`src/rtl/cpu86_mem_arbiter.sv`:
```
// cpu86_mem_arbiter: shares the cpu86 memory port between two requesters.
// Round-robin grant into a single registered request stage, plus an in-order
// ID FIFO that steers each read response back to the port that issued it.
//
// Handshake: a request word moves on any cycle where tvalid & tready are both
// high at the rising clock edge. tvalid never waits for tready, and tready may
// depend on tvalid. The response channels have no ready: a response pulse
// must be taken on the cycle it appears.
module cpu86_mem_arbiter #(
    parameter int MAX_OUTSTANDING = 8,
    parameter int WE_BIT          = 63
) (
    input  logic                               clk,
    input  logic                               resetn,
    input  logic                               s0_axis_req_tvalid,
    output logic                               s0_axis_req_tready,
    input  logic [63:0]                        s0_axis_req_tdata,
    output logic                               s0_axis_res_tvalid,
    output logic [31:0]                        s0_axis_res_tdata,
    input  logic                               s1_axis_req_tvalid,
    output logic                               s1_axis_req_tready,
    input  logic [63:0]                        s1_axis_req_tdata,
    output logic                               s1_axis_res_tvalid,
    output logic [31:0]                        s1_axis_res_tdata,
    output logic                               m_axis_req_tvalid,
    input  logic                               m_axis_req_tready,
    output logic [63:0]                        m_axis_req_tdata,
    input  logic                               s_axis_res_tvalid,
    input  logic [31:0]                        s_axis_res_tdata,
    output logic [$clog2(MAX_OUTSTANDING):0]   outstanding,
    output logic                               err_unexpected_res
);

    localparam int PW = $clog2(MAX_OUTSTANDING);
    localparam int CW = PW + 1;
    localparam logic [CW-1:0] FULL_CNT = CW'(MAX_OUTSTANDING);

    // Output stage, round-robin pointer (1 = port 1 preferred), ID FIFO
    logic                       out_valid_q;
    logic [63:0]                out_data_q;
    logic                       rr_q;
    logic [MAX_OUTSTANDING-1:0] id_mem_q;
    logic [PW-1:0]              wr_ptr_q, wr_ptr_d;
    logic [PW-1:0]              rd_ptr_q, rd_ptr_d;
    logic [CW-1:0]              cnt_q, cnt_d;
    logic                       res0_valid_q, res1_valid_q;
    logic [31:0]                res0_data_q, res1_data_q;
    logic                       err_q;

    logic        slot_free, fifo_full, fifo_empty;
    logic        elig0, elig1, grant0, grant1;
    logic        accept, acc_port, push, pop, head_id;
    logic [63:0] acc_data;

    // Arbitration: pick an eligible port, round-robin when both compete
    always_comb begin
        slot_free  = !out_valid_q || m_axis_req_tready;
        fifo_full  = (cnt_q == FULL_CNT);
        fifo_empty = (cnt_q == '0);
        // Writes need no FIFO slot, so they keep flowing while reads are blocked
        elig0 = s0_axis_req_tvalid && (s0_axis_req_tdata[WE_BIT] || !fifo_full);
        elig1 = s1_axis_req_tvalid && (s1_axis_req_tdata[WE_BIT] || !fifo_full);
        grant0 = 1'b0;
        grant1 = 1'b0;
        if (elig0 && elig1) begin
            grant0 = !rr_q;
            grant1 = rr_q;
        end else begin
            grant0 = elig0;
            grant1 = elig1;
        end
        // Ready is held low while reset is asserted
        s0_axis_req_tready = resetn && slot_free && grant0;
        s1_axis_req_tready = resetn && slot_free && grant1;
        accept   = s0_axis_req_tready || s1_axis_req_tready;
        acc_port = s1_axis_req_tready;
        acc_data = acc_port ? s1_axis_req_tdata : s0_axis_req_tdata;
        push     = accept && !acc_data[WE_BIT];
        pop      = s_axis_res_tvalid && !fifo_empty;
        head_id  = id_mem_q[rd_ptr_q];
        wr_ptr_d = push ? wr_ptr_q + 1'b1 : wr_ptr_q;
        rd_ptr_d = pop  ? rd_ptr_q + 1'b1 : rd_ptr_q;
        cnt_d    = cnt_q + CW'(push) - CW'(pop);
    end

    // Registered request stage toward memory; data only changes on accept
    always_ff @(posedge clk or negedge resetn) begin
        if (!resetn) begin
            out_valid_q <= 1'b0;
            out_data_q  <= '0;
        end else if (accept) begin
            out_valid_q <= 1'b1;
            out_data_q  <= acc_data;
        end else if (m_axis_req_tready) begin
            out_valid_q <= 1'b0;
        end
    end

    // Round-robin pointer moves to the other port only when a request is taken
    always_ff @(posedge clk or negedge resetn) begin
        if (!resetn) begin
            rr_q <= 1'b0;
        end else if (accept) begin
            rr_q <= !acc_port;
        end
    end

    // ID FIFO: records the issuing port of each read in accept order
    always_ff @(posedge clk or negedge resetn) begin
        if (!resetn) begin
            id_mem_q <= '0;
            wr_ptr_q <= '0;
            rd_ptr_q <= '0;
            cnt_q    <= '0;
        end else begin
            if (push) begin
                id_mem_q[wr_ptr_q] <= acc_port;
            end
            wr_ptr_q <= wr_ptr_d;
            rd_ptr_q <= rd_ptr_d;
            cnt_q    <= cnt_d;
        end
    end

    // Response steering: one-cycle pulse to the head-of-FIFO port, data held
    always_ff @(posedge clk or negedge resetn) begin
        if (!resetn) begin
            res0_valid_q <= 1'b0;
            res1_valid_q <= 1'b0;
            res0_data_q  <= '0;
            res1_data_q  <= '0;
        end else begin
            res0_valid_q <= pop && !head_id;
            res1_valid_q <= pop && head_id;
            if (pop && !head_id) begin
                res0_data_q <= s_axis_res_tdata;
            end
            if (pop && head_id) begin
                res1_data_q <= s_axis_res_tdata;
            end
        end
    end

    // Sticky flag for a response that no recorded read accounts for
    always_ff @(posedge clk or negedge resetn) begin
        if (!resetn) begin
            err_q <= 1'b0;
        end else if (s_axis_res_tvalid && fifo_empty) begin
            err_q <= 1'b1;
        end
    end

    assign m_axis_req_tvalid  = out_valid_q;
    assign m_axis_req_tdata   = out_data_q;
    assign s0_axis_res_tvalid = res0_valid_q;
    assign s0_axis_res_tdata  = res0_data_q;
    assign s1_axis_res_tvalid = res1_valid_q;
    assign s1_axis_res_tdata  = res1_data_q;
    assign outstanding        = cnt_q;
    assign err_unexpected_res = err_q;

endmodule

```
`config.mk`:
```
export PLATFORM = sky130hd
export DESIGN_NAME = cpu86_mem_arbiter
export DESIGN_NICKNAME = d
export VERILOG_FILES = /design/src/rtl/cpu86_mem_arbiter.sv
export SDC_FILE = /design/constraint.sdc
export NUM_CORES = 1
export LEC_CHECK = 0
export ABC_AREA = 1
export CAP_MARGIN = 20
export CORE_MARGIN = 8
export CORE_UTILIZATION = 43
export CTS_BUF_LIST = sky130_fd_sc_hd__clkbuf_8
export DETAILED_ROUTE_END_ITERATION = 10
export PLACE_DENSITY = 0.83
export SETUP_SLACK_MARGIN = 0.4
export SLEW_MARGIN = 20
export SYNTH_ARGS = -nofsm -noshare
export SYNTH_HDL_FRONTEND = slang
export SYNTH_SLANG_ARGS = --single-unit
```
`constraint.sdc`:
```
create_clock -name clk -period 2.8 [get_ports clk]
set_input_delay 0.56 -clock clk [delete_from_list [all_inputs] [get_ports clk]]
set_output_delay 0.56 -clock clk [all_outputs]
set_load 0.03 [all_outputs]
```
After elaboration in Yosys (flattened, before gate mapping)
Cells that the tools add are included.

word-level totals
  logic and storage cells = 55
  output and inout bits = 138
  register bits after elaboration = 151

operators by class
  $lt $le $gt $ge = 3
  reduce and logical (&&, ||, !) cells = 25
  eq/ne operators = 1
  add/subtract/negate cells = 4
  multiplexer cells = 10

operators by type and width
  operator                                                                              count
  64-bit 2-to-1 mux                                                                     1
  1-bit logical AND                                                                     12
  8-bit bitwise mux                                                                     1
  3-bit by 4-bit < comparator with 1-bit output (second input constant)                 2
  1-bit zero test                                                                       7
  3-bit by 1-bit adder with 3-bit output (second input constant)                        2
  1-bit 2-to-1 mux                                                                      6
  4-bit by 1-bit adder with 4-bit output                                                1
  4-bit == test (second input constant)                                                 1
  4-bit zero test                                                                       1
  1-bit logical OR                                                                      4
  4-bit by 1-bit subtractor with 4-bit output                                           1
  1-bit binary-select mux with 3-bit select                                             1
  1-bit demux with 3-bit select                                                         1
  3-bit by 1-bit greater-or-equal comparator with 1-bit output (second input constant)  1
  2-bit nonzero test                                                                    1

Depth between registers and ports, before layout
  depth after elaboration = 12
  depth in mapped cells = 15
  gate-level depth less buffers = 15

Worst setup path after synthesis
No wires, ideal clock.

  path kind = register to register
  from = register cnt_q[2] (netlist: outstanding[2])
  to = register cnt_q[2] (netlist: outstanding[2])
  cell stages (with the launch flop) = 15
  period minus slack after synthesis = 2537 ps
  arrival time = 2415 ps
  library setup time = 123 ps
  slack = 263 ps
  buffers on the path = 0
  required time = 2677 ps
  path through = dfrtp_1 inv_1 ha_1 nand3_1 nand2_1 nor2_1 nand3_1 nand2_1 nand2_2 ha_1 inv_1 ha_1 inv_1 fa_1 xnor2_1

between the ends
  word-level cells in the longest chain between the ends = 12
  elaborated cells between the ends (all ways) = 20
  classes of those cells = add/sub: 2; eq/ne: 1; mux: 3; reduce/logical: 14

RTL lines
  item                                             RTL line  text
  start, declared                                  45        logic [CW-1:0] cnt_q, cnt_d;
  start signal, assigned                           121       cnt_q <= cnt_d;
  4-bit == test                                    58        fifo_full = (cnt_q == FULL_CNT);
  1-bit zero test                                  61, 62
  1-bit logical OR (on tied branches)              61, 62
  1-bit logical AND (on tied branches)             61, 62
  1-bit logical AND                                65        if (elig0 && elig1) begin
  1-bit 2-to-1 mux                                 65
  1-bit logical AND                                74        s1_axis_req_tready = resetn && slot_free && grant1;
  64-bit 2-to-1 mux                                77        acc_data = acc_port ? s1_axis_req_tdata : s0_axis_req_tdata;
  1-bit zero test                                  78        push = accept && !acc_data[WE_BIT];
  1-bit logical AND                                78
  4-bit by 1-bit adder with 4-bit output           83        cnt_d = cnt_q + CW'(push) - CW'(pop);
  4-bit by 1-bit subtractor with 4-bit output (*)  83
  net cnt_d[2]                                     45

Mark *: on every way through the listed nets, which the timed path passes. The rest lies on a longest branch.
A chain may end at the register's enable or synchronous reset.

Worst setup path after layout
  from = input s0_axis_req_tdata[63]
  to = register cnt_q[1] (netlist: outstanding[1])

between the ends
  word-level cells in the longest chain between the ends = 10
  elaborated cells between the ends (all ways) = 13
  classes of those cells = add/sub: 2; mux: 3; reduce/logical: 8

RTL lines
  item                                             RTL line  text
  start, declared                                  17        input logic [63:0] s0_axis_req_tdata,
  1-bit logical OR                                 61        elig0 = s0_axis_req_tvalid && (s0_axis_req_tdata[WE_BIT] || !fifo_full);
  1-bit logical AND                                61
  1-bit logical AND                                65
  1-bit 2-to-1 mux                                 65
  1-bit logical AND                                74
  64-bit 2-to-1 mux                                77
  1-bit zero test                                  78
  1-bit logical AND (*)                            78
  4-bit by 1-bit adder with 4-bit output (*)       83
  4-bit by 1-bit subtractor with 4-bit output (*)  83
  net cnt_d[1]                                     45

Marks and branches as above.

==> impl_metrics.py <==
metrics = {
    "pwr": {
        "swShare": 0.4376,
        "vdd_drop_max_uv": 720.1,
        "power_density_nw_per_um2": 1096,
        "combPwrFrac": 0.515,
        "finalPower_mw": 11.37,
        "p_sw_mw": 4.977,
        "pwr-share-clk": 0.170,
        "p_seq_frac": 0.315,
        "p_leak_nw": 4.811,
        "internal_power_mw": 6.396,
    },
    "yosys": {
        "synth.avg_cell_area_um2": 8.633,
        "ys_ff_latch": 151,
        "yosysWarnings": 0,
        "synth_nets": 952,
        "synth_area_um2": 6708,
        "syn_inst": 777,
        "ys_types": 26,
        "async_flop_share": 1.000,
        "synthFlopType": "dfrtp_1",
        "ys_seq_area_frac": 0.5633,
        "synth_edf_count": 0,
    },
    "detailed_routing": {
        "avgViaCountPerCell": 5.142,
        "totalWireLength_mm": 23.21,
        "drc": 0,
        "wl_per_cell_um": 18.21,
        "first_pass_iters": 4,
        "final_antenna_net_count": 0,
        "drt_iter0_drc": 431,
        "vias": 6556,
    },
    "sta": {
        "relSlewSlack": 0.4793,
        "fin_crit_ns": 2.344,
        "tns_ns": 0,
        "tightestPinTransition_ns": 0.7810,
        "maxSlewViolCount": 0,
        "skew_ns": 0.01113,
        "rsz0062_at_grt": "no",
        "final.period_utilization": 0.8370,
        "setup_viol": 0,
        "fin_ws_ns": 0.4565,
        "hold_viol": 0,
        "fmax_mhz": 426.7,
    },
    "clocking": {
        "clkSinkCount": 151,
        "cts_root_buf": "clkbuf_8",
        "clk_path_buf_depth": 2,
        "htree_levels": 4,
        "clk_latency_ns": 0.45,
        "cts_hold_buffers": 0,
        "cts_made_buffers": 17,
        "clk_pin_slew_worst_paths_ns": 0.09,
        "cts_tree": "done",
    },
    "die": {
        "die_w_um": 140.9,
        "io_pins": 304,
        "fp.coreArea_um2": 15200,
        "die_area_um2": 19850,
        "num_rows": 45,
        "start_util": 0.4412,
        "die_h_um": 140.9,
    },
    "setup_path": {
        "reg2regPathDepth": 13,
        "crit_start": "s0_axis_req_tdata[63]",
        "crit_path_frequent_cell": "nand2_2",
        "cp-end-kind": "flop",
        "r2r_end": "outstanding[1]$_DFF_PN0_",
        "crit_end": "outstanding[1]$_DFF_PN0_",
        "critPathLaunchType": "input pin",
        "slowest_delay_ns": 0.51,
        "crit_chain": "clkdlybuf4s50_1, inv_2, nand3_1, nand3_2, nand2_2, nand2_2, nand2_2, nand2_4, ha_4, inv_2, ha_4, inv_1, fa_2, inv_1",
        "worst-endpoint-required_ns": 3.14,
        "worstPathArrival_ns": 2.69,
        "reg2reg_from": "outstanding[3]$_DFF_PN0_",
        "crit_fanout": 3,
        "path_class": "input pin to flop",
        "crit_slowest_cell": "fa_2",
        "r2r_setup_slack_ns": 0.51,
    },
    "global_routing": {
        "grt_pass1_wl_mm": 35.68,
        "antenna_found_initial": 3,
        "overflow": 0,
        "gr-usage-all-layers": 0.2292,
        "grt_max_degree": 152,
        "grt_pass1_vias": 6383,
    },
    "placement": {
        "placed_area_um2": 9797,
        "portBuffers": 303,
        "hpwl_mm": 16.59,
        "finalWeightedCongestion": 0.8351,
        "detailedPlace.worstSlack_ns": -0.07702,
    },
    "final_layout": {
        "multi_input_area_um2": 2620,
        "drive_gt1_frac": 0.08118,
        "final_common_cell": "nand2_1",
        "nFillCells": 1199,
        "seq_area_um2": 3782,
        "syn2layout_area_growth_pct": 54.71,
        "fin_nets": 1246,
        "postLayoutCellArea_um2": 10380,
        "mostFrequentLayoutCells": "nand2_1, clkdlybuf4s50_1, dfrtp_1",
    },
    "run": {
        "max_cap_violations": 0,
    },
    "worst_hold_path": {
        "hold_path_class": "input pin to async pin",
    },
    "run_status": {
        "outcome": "finished, final reports clean",
    },
}
-- registers in the layout, summed over array words and instances (netlist names) --
name,cells
rd_ptr_q,3
s0_axis_res_tdata,32
s0_axis_res_tvalid,1
err_unexpected_res,1
s1_axis_res_tvalid,1
s1_axis_res_tdata,32
id_mem_q,8
rr_q,1
m_axis_req_tdata,64
m_axis_req_tvalid,1
wr_ptr_q,3
outstanding,4
-- cell families (layout without fill, tap and decap cells) --
kind of cell	count (synthesis)	after routing	synth area share
buf+inv	68	375	0.05839
xor+xnor	5	5	0.006530
fa+ha+maj	9	9	0.01791
flops	151	151	0.5633
compound gates	45	45	0.03675
other cells	0	3	0
simple gates	499	499	0.3171
-- worst max-delay path, delay by kind of cell --
kind                     cells  cell delay (ns)
buffers and inverters        5             0.70
adder cells (fa/ha/maj)      3             0.86
AND/OR/NAND/NOR              6             0.57
-- worst min-delay path by stage --
stage,startpoint,to
6_report,resetn,m_axis_req_tdata[19]$_DFFE_PN0P_
5_1_grt,resetn,m_axis_req_tdata[13]$_DFFE_PN0P_
4_1_cts,resetn,m_axis_req_tdata[19]$_DFFE_PN0P_
3_5_place_dp,id_mem_q[2]$_DFFE_PN0P_,id_mem_q[2]$_DFFE_PN0P_
3_3_place_gp,err_unexpected_res$_DFFE_PN0P_,err_unexpected_res$_DFFE_PN0P_
2_1_floorplan,resetn,err_unexpected_res$_DFFE_PN0P_
-- final cells by class --
cell class	instances	area share
Tap cell	188	0.02267
Sequential cell	151	0.3645
Multi-Input combinational cell	558	0.2525
Clock buffer	17	0.02255
Clock inverter	15	0.02170
Inverter	23	0.008802
Antenna cell	3	0.0007234
Timing Repair Buffer	320	0.3066
-- per-layer routing --
metal	GRT usage	routed length, µm	up-vias
li1	-	-	3106
met1	0.2666	9096	3173
met2	0.3826	11570	241
met3	0.06887	1795	36
met4	0.1063	749	0
met5	0	0	-
-- cell usage after synthesis, types with 8 or more instances --
master,n,share of area
buf_2,20,0.015
buf_4,11,0.012
buf_6,9,0.015
dfrtp_1,151,0.56
ha_1,8,0.015
inv_1,17,0.0095
nand2_1,323,0.18
nand3_1,135,0.10
nand4_1,16,0.015
nor2_1,15,0.0084
o21ai_0,35,0.026
-- per-stage QoR --
stage | hold WS [ns] | instances | utilization
after global placement | 0.4500 | 1236 | 0.6444
after CTS | 0.3084 | 1269 | 0.6765
after floorplan | 0.2644 | 777 | -
after global routing | 0.3559 | 1275 | 0.6826
after detailed placement | 0.4682 | 1236 | 0.6444
final | 0.2861 | 1275 | 0.6826
-- power by group through the flow --
stage               clock [mW]  sequential (mW)  combinational [mW]
floorplan                    0             5.14                1.77
global placement             0             3.57                5.70
detailed placement           0             3.59                5.79
CTS                       1.98             3.58                5.83
global route              2.08             3.67                6.30
finish                    1.94             3.58                5.86
-- repair_timing --
| item | CTS | global route |
|---|---|---|
| setup endpoints to repair | 3 | 4 |
| resized for setup | 5 | 14 |
| pin swaps | 4 | 6 |
| setup buffers | 1 | 3 |
Note: power is estimated with default switching activity, not from simulation.
